===== config.mk =====
export PLATFORM = sky130hd
export DESIGN_NAME = fir_serial_mac_flat
export DESIGN_NICKNAME = d
export VERILOG_FILES = /design/src/rtl/fir_serial_mac_if.sv /design/src/rtl/fir_serial_mac.sv /design/src/flat_wrapper.sv
export SDC_FILE = /design/constraint.sdc
export NUM_CORES = 2
export LEC_CHECK = 0
export CAP_MARGIN = 20
export CORE_MARGIN = 5
export CORE_UTILIZATION = 60
export CTS_CLUSTER_DIAMETER = 40
export DETAILED_ROUTE_END_ITERATION = 6
export GPL_TIMING_DRIVEN = 0
export MAX_ROUTING_LAYER = met4
export PLACE_DENSITY = 0.77
export SLEW_MARGIN = 10
export SYNTH_ARGS = -nofsm -noshare
export SYNTH_HDL_FRONTEND = slang
export SYNTH_SLANG_ARGS = --single-unit

===== constraint.sdc =====
create_clock -name clk -period 46.2 [get_ports clk]
set_clock_uncertainty 0.2 [all_clocks]
set_input_delay 6.93 -clock clk [delete_from_list [all_inputs] [get_ports clk]]
set_output_delay 6.93 -clock clk [all_outputs]
set_load 0.005 [all_outputs]

===== src/rtl/fir_serial_mac_if.sv =====
// Sample, coefficient-write and result signals of the serial-MAC FIR filter.
// The master drives samples and coefficients; the slave is the filter.
interface fir_serial_mac_if #(
  parameter int DW = 16,
  parameter int CW = 16,
  parameter int AW = 5
);
  logic                 in_valid;
  logic                 in_ready;
  logic signed [DW-1:0] in_data;
  logic                 coef_wr;
  logic [AW-1:0]        coef_addr;
  logic signed [CW-1:0] coef_data;
  logic                 fir_valid;
  logic signed [DW-1:0] fir_d;

  modport master (
    output in_valid, in_data, coef_wr, coef_addr, coef_data,
    input  in_ready, fir_valid, fir_d
  );

  modport slave (
    input  in_valid, in_data, coef_wr, coef_addr, coef_data,
    output in_ready, fir_valid, fir_d
  );
endinterface


===== src/rtl/fir_serial_mac.sv =====
// Streaming TAPS-tap direct-form FIR with one time-multiplexed multiplier.
// One accepted sample yields one rounded, saturated output after TAPS MAC cycles.
module fir_serial_mac #(
  parameter int TAPS = 32,
  parameter int DW   = 16,
  parameter int CW   = 16,
  parameter int FRAC = 15,
  parameter int ACCW = 40
) (
  input  logic                    clk,
  input  logic                    rst,
  fir_serial_mac_if.slave         bus
);
  localparam int AW = $clog2(TAPS);
  localparam logic signed [ACCW-1:0] RND_C   = {{(ACCW-FRAC){1'b0}}, 1'b1, {(FRAC-1){1'b0}}};
  localparam logic signed [ACCW-1:0] SAT_MAX = {{(ACCW-DW+1){1'b0}}, {(DW-1){1'b1}}};
  localparam logic signed [ACCW-1:0] SAT_MIN = {{(ACCW-DW+1){1'b1}}, {(DW-1){1'b0}}};

  typedef enum logic [1:0] {
    IDLE = 2'd0,
    MAC  = 2'd1,
    DONE = 2'd2
  } state_t;

  state_t                 state_r;
  state_t                 state_nxt_s;
  logic [AW-1:0]          cnt_r;
  logic signed [ACCW-1:0] acc_r;
  logic signed [DW-1:0]   x_r [TAPS];
  logic signed [CW-1:0]   c_r [TAPS];
  logic                   fir_valid_r;
  logic signed [DW-1:0]   fir_d_r;

  logic                     in_ready_s;
  logic                     accept_s;
  logic                     mac_en_s;
  logic                     done_s;
  logic                     coef_we_s;
  logic signed [DW+CW-1:0]  prod_s;
  logic signed [ACCW-1:0]   rnd_s;
  logic signed [ACCW-1:0]   shf_s;

  function automatic logic signed [DW-1:0] sat_dw(input logic signed [ACCW-1:0] v);
    logic signed [DW-1:0] r;
    if (v > SAT_MAX) begin
      r = SAT_MAX[DW-1:0];
    end else if (v < SAT_MIN) begin
      r = SAT_MIN[DW-1:0];
    end else begin
      r = v[DW-1:0];
    end
    return r;
  endfunction

  // State register
  always_ff @(posedge clk or posedge rst) begin
    if (rst) begin
      state_r <= IDLE;
    end else begin
      state_r <= state_nxt_s;
    end
  end

  // Next-state decode
  always_comb begin
    state_nxt_s = state_r;
    case (state_r)
      IDLE: begin
        if (bus.in_valid) begin
          state_nxt_s = MAC;
        end else begin
          state_nxt_s = IDLE;
        end
      end
      MAC: begin
        if (cnt_r == AW'(TAPS - 1)) begin
          state_nxt_s = DONE;
        end else begin
          state_nxt_s = MAC;
        end
      end
      DONE:    state_nxt_s = IDLE;
      default: state_nxt_s = IDLE;
    endcase
  end

  // Per-state control strobes; coefficient writes are locked out outside IDLE
  always_comb begin
    in_ready_s = 1'b0;
    accept_s   = 1'b0;
    mac_en_s   = 1'b0;
    done_s     = 1'b0;
    coef_we_s  = 1'b0;
    case (state_r)
      IDLE: begin
        in_ready_s = 1'b1;
        accept_s   = bus.in_valid;
        coef_we_s  = bus.coef_wr;
      end
      MAC:     mac_en_s = 1'b1;
      DONE:    done_s   = 1'b1;
      default: in_ready_s = 1'b0;
    endcase
  end

  assign prod_s = (DW+CW)'(x_r[cnt_r]) * (DW+CW)'(c_r[cnt_r]);
  assign rnd_s  = acc_r + RND_C;
  assign shf_s  = rnd_s >>> FRAC;

  // Delay line, coefficient bank, accumulator and output registers
  always_ff @(posedge clk or posedge rst) begin
    if (rst) begin
      cnt_r       <= '0;
      acc_r       <= '0;
      fir_valid_r <= 1'b0;
      fir_d_r     <= '0;
      for (int k = 0; k < TAPS; k++) begin
        x_r[k] <= '0;
        c_r[k] <= '0;
      end
    end else begin
      if (coef_we_s) begin
        c_r[bus.coef_addr] <= bus.coef_data;
      end
      if (accept_s) begin
        for (int k = TAPS - 1; k > 0; k--) begin
          x_r[k] <= x_r[k-1];
        end
        x_r[0] <= bus.in_data;
        acc_r  <= '0;
        cnt_r  <= '0;
      end else if (mac_en_s) begin
        acc_r <= acc_r + ACCW'(prod_s);
        cnt_r <= cnt_r + AW'(1);
      end
      fir_valid_r <= done_s;
      if (done_s) begin
        fir_d_r <= sat_dw(shf_s);
      end
    end
  end

  assign bus.in_ready  = in_ready_s;
  assign bus.fir_valid = fir_valid_r;
  assign bus.fir_d     = fir_d_r;
endmodule


===== src/flat_wrapper.sv =====
// flat-port wrapper written by rule: the top's interface ports become plain ports
module fir_serial_mac_flat 
#(
  parameter int TAPS = 32,
  parameter int DW   = 16,
  parameter int CW   = 16,
  parameter int FRAC = 15,
  parameter int ACCW = 40
)
  (clk, rst, bus_in_valid, bus_in_data, bus_coef_wr, bus_coef_addr, bus_coef_data, bus_in_ready, bus_fir_valid, bus_fir_d);
  fir_serial_mac_if #(.DW(DW), .CW(CW), .AW(5)) bus_i ();
  input  logic clk;
  input  logic rst;
  input wire logic [$bits(bus_i.in_valid)-1:0] bus_in_valid;
  input wire logic [$bits(bus_i.in_data)-1:0] bus_in_data;
  input wire logic [$bits(bus_i.coef_wr)-1:0] bus_coef_wr;
  input wire logic [$bits(bus_i.coef_addr)-1:0] bus_coef_addr;
  input wire logic [$bits(bus_i.coef_data)-1:0] bus_coef_data;
  output wire logic [$bits(bus_i.in_ready)-1:0] bus_in_ready;
  output wire logic [$bits(bus_i.fir_valid)-1:0] bus_fir_valid;
  output wire logic [$bits(bus_i.fir_d)-1:0] bus_fir_d;
  assign bus_i.in_valid = bus_in_valid;
  assign bus_i.in_data = bus_in_data;
  assign bus_i.coef_wr = bus_coef_wr;
  assign bus_i.coef_addr = bus_coef_addr;
  assign bus_i.coef_data = bus_coef_data;
  assign bus_in_ready = bus_i.in_ready;
  assign bus_fir_valid = bus_i.fir_valid;
  assign bus_fir_d = bus_i.fir_d;
  fir_serial_mac #(.TAPS(TAPS), .DW(DW), .CW(CW), .FRAC(FRAC), .ACCW(ACCW)) u_core (.clk(clk), .rst(rst), .bus(bus_i));
endmodule

==> results.py <==
metrics = {
    "synthesis": {
        "netlist_instances": 5454,
        "synth_area_mm2": 0.06158,
        "synth-edff-count": 0,
        "synth_area_leaders": "dfrtp_1, mux4_2, fa_1",
        "synthFlopType": "dfrtp_1",
        "synth-warning-count": 0,
        "synth_common_cells": "nand2_1, dfrtp_1, mux2_2",
        "synth_seq_area_share_pct": 44.21,
        "synth_fp_nets": 5943,
        "syn_avg_cell_area_um2": 11.29,
        "synth-async-reset-ratio_pct": 100.0,
        "yosys_register_bits": 1088,
        "synth_cell_types": 64,
        "synth.largest_area_cell": "dfrtp_1",
        "synth.most_common_cell": "nand2_1",
        "synth_top_cell_area_share_pct": 44.21,
    },
    "worst_hold_path": {
        "hp-class": "reg -> reg",
        "hold_start": "u_core.x_r[24]",
        "whs_path_depth": 2,
    },
    "critical_path": {
        "cp-start-kind": "flop",
        "critPathTopFamily": "adder cells",
        "crit_top_cell": "fa_1",
        "slowest_stage": "buf_1",
        "cp.depth": 28,
        "crit_path_max_fanout": 10,
        "cp-end-kind": "flop",
        "reg2reg_from": "u_core.cnt_r[1]",
        "worst-path-buf-inv": 9,
        "path_class": "reg -> reg",
        "rr_worst_depth": 28,
        "crit_start": "u_core.cnt_r[1]",
        "crit_required_ps": 46640,
        "cpPeakStageDelay_ps": 920,
        "cp.arrival_ps": 11200,
    },
    "grt": {
        "met1_usage_pct": 46.36,
        "grt_max_degree": 124,
        "grt_use_met3_pct": 10.22,
        "grtUsageTotal_pct": 35.50,
        "grt_pass1_wl_um": 280300,
        "met2_usage_pct": 51.60,
        "grt_busiest_layer": "met2",
        "gr-total-overflow": 0,
        "antenna_found_initial": 6,
        "grt_pass1_vias": 45500,
    },
    "job": {
        "max-cap-violations": 0,
    },
    "clocking": {
        "cts_buffer_depth": 3,
        "cts_resized": 0,
        "clkSlewWorstSetupHoldPaths_ps": 60,
        "post_cts_buffers": 0,
        "cts.sink_count": 1088,
        "numCtsBuffers": 144,
        "cts_tree": "done",
        "cts_hold_buf": 0,
        "cts.htree.levels": 4,
        "clkLatencyLatePin_ps": 790,
        "root_buffer": "clkbuf_16",
    },
    "placed_design": {
        "dpl.cell_count": 6901,
        "placed_area_mm2": 0.06433,
        "dp_hpwl_um": 129000,
        "io_buffers": 57,
        "gp_congestion": 0.9426,
    },
    "timing": {
        "period_share_pct": 23.28,
        "layout_min_cycle_time_ps": 10760,
        "drv_slew": 0,
        "final_hold_viol_count": 0,
        "setup_viol": 0,
        "rsz0062_at_grt": "no",
        "max_freq_mhz": 92.96,
        "max-slew-margin-rel_pct": 11.62,
        "worst_pin_slew_ps": 1326,
    },
    "power_and_ir_drop": {
        "powerDensity_mw_per_mm2": 58.27,
        "internal_power_w": 0.002423,
        "switching_share_pct": 40.13,
        "p_switching_w": 0.001624,
        "clkPwrFrac_pct": 28.8,
        "seq_power_share_pct": 29.6,
        "irDropWorstVdd_mv": 0.04681,
        "fin_total_pwr_w": 0.004048,
        "p_leak_nw": 34.97,
        "comb_power_share_pct": 41.6,
    },
    "layout": {
        "multi_input_area_mm2": 0.03127,
        "layout.nets": 6171,
        "final_cell_area_mm2": 0.06947,
        "fill_cells": 7222,
        "drive_gt1_share_pct": 21.66,
        "regArea_mm2": 0.02723,
        "syn_to_final_growth_pct": 12.80,
        "final_cells": 7171,
    },
    "floorplanning": {
        "rows": 117,
        "die_w_um": 330.4,
        "io-pin-count": 59,
        "dieArea_mm2": 0.1091,
        "die_y_um": 330.4,
        "start_util_pct": 60.44,
        "core_area_mm2": 0.1019,
    },
    "drt": {
        "viasPerCell": 6.162,
        "routed_wl_um": 183100,
        "vias": 44190,
        "first_iter_violations": 5079,
        "drt_first_pass_iters": 7,
        "drc": 1,
        "ant_nets": 0,
        "wl_per_cell_um": 25.53,
    },
    "status": {
        "violations": "DRC",
        "status": "finished with violations",
    },
}
path summary, 6_finish.rpt:
check                      slack, ps          endpoint
max in group asynchronous      37200   u_core.c_r[424]
max                            35440  u_core.acc_r[36]
min                              250     u_core.x_r[8]
min in group asynchronous       6420   u_core.x_r[219]
max reg2reg                    35440  u_core.acc_r[36]
min reg2reg                      250     u_core.x_r[8]
power groups by stage:
stage               combinational [W]  sequential (W)  clock, W
finish                        0.00168         0.00120   0.00117
global route                  0.00182         0.00121   0.00122
CTS                           0.00165         0.00119   0.00117
detailed placement            0.00164         0.00120         0
global placement              0.00159         0.00120         0
floorplan                     0.00114         0.00117         0
flip-flops by register name (all words and copies together), names as in the netlist:
signal	count
u_core.acc_r	40
u_core.bus.fir_d	16
u_core.bus.fir_valid	1
u_core.c_r	512
u_core.cnt_r	5
u_core.state_r	2
u_core.x_r	512
stage by stage:
stage | util (%) | TNS [ps] | hold slack, ps | worst slack [ps]
floorplan | - | 0 | 240.6 | 8439
global placement | 62.68 | -3415820 | 252.1 | -3268
detailed placement | 63.14 | 0 | 261.8 | 35710
CTS | 68.13 | 0 | 242.0 | 35700
global route | 68.18 | 0 | 277.1 | 35230
finish | 68.18 | 0 | 245.8 | 35440
cell usage in the layout (no fill, tap or decap), types with 15 or more instances in the layout:
cell type / instances
a21oi_1: 53
fa_1: 330
nand2_1: 1714
ha_1: 118
clkbuf_1: 237
dfrtp_1: 1088
nor3_1: 18
inv_2: 15
xor2_1: 22
clkbuf_8: 18
clkinv_2: 18
clkbuf_16: 144
nor2_1: 164
nand2b_1: 17
buf_6: 18
buf_4: 24
o21ai_0: 69
nand3_1: 49
inv_1: 415
mux4_2: 316
buf_2: 46
xnor2_1: 33
clkdlybuf4s50_1: 57
mux2_2: 522
buf_1: 18
cell families after synthesis:
logic type,count (synthesis),synth area share (%)
AOI/OAI and AO/OA,189,1.794
muxes,869,21.92
buffers and inverters,755,5.008
DFF,1088,44.21
and+or+nand+nor,2050,13.16
xor gates and xnor gates,55,0.7822
adders and majority gates,448,13.13
per-layer routing:
layer / vias up / wire length [um]
met5: - / 0
met2: 2711 / 81840
met4: 0 / 11290
met3: 673 / 21690
li1: 18410 / -
met1: 22390 / 68290
layout make-up:
class,count,share of cell area (%)
multi-input cells,3611,45.02
flip-flops and latches,1088,39.19
clock buffers,178,5.630
well taps,1368,2.464
inverters,431,2.340
plain buffers,324,2.122
clock inverters,84,1.684
repair buffers,82,1.533
diodes,5,0.01801
tightest hold or removal path, stage by stage (launching register included):
cell	delay (ps)
dfrtp_1	370
nand2_1	60
nand2_1	50
Power figures use the tool's default switching activity.
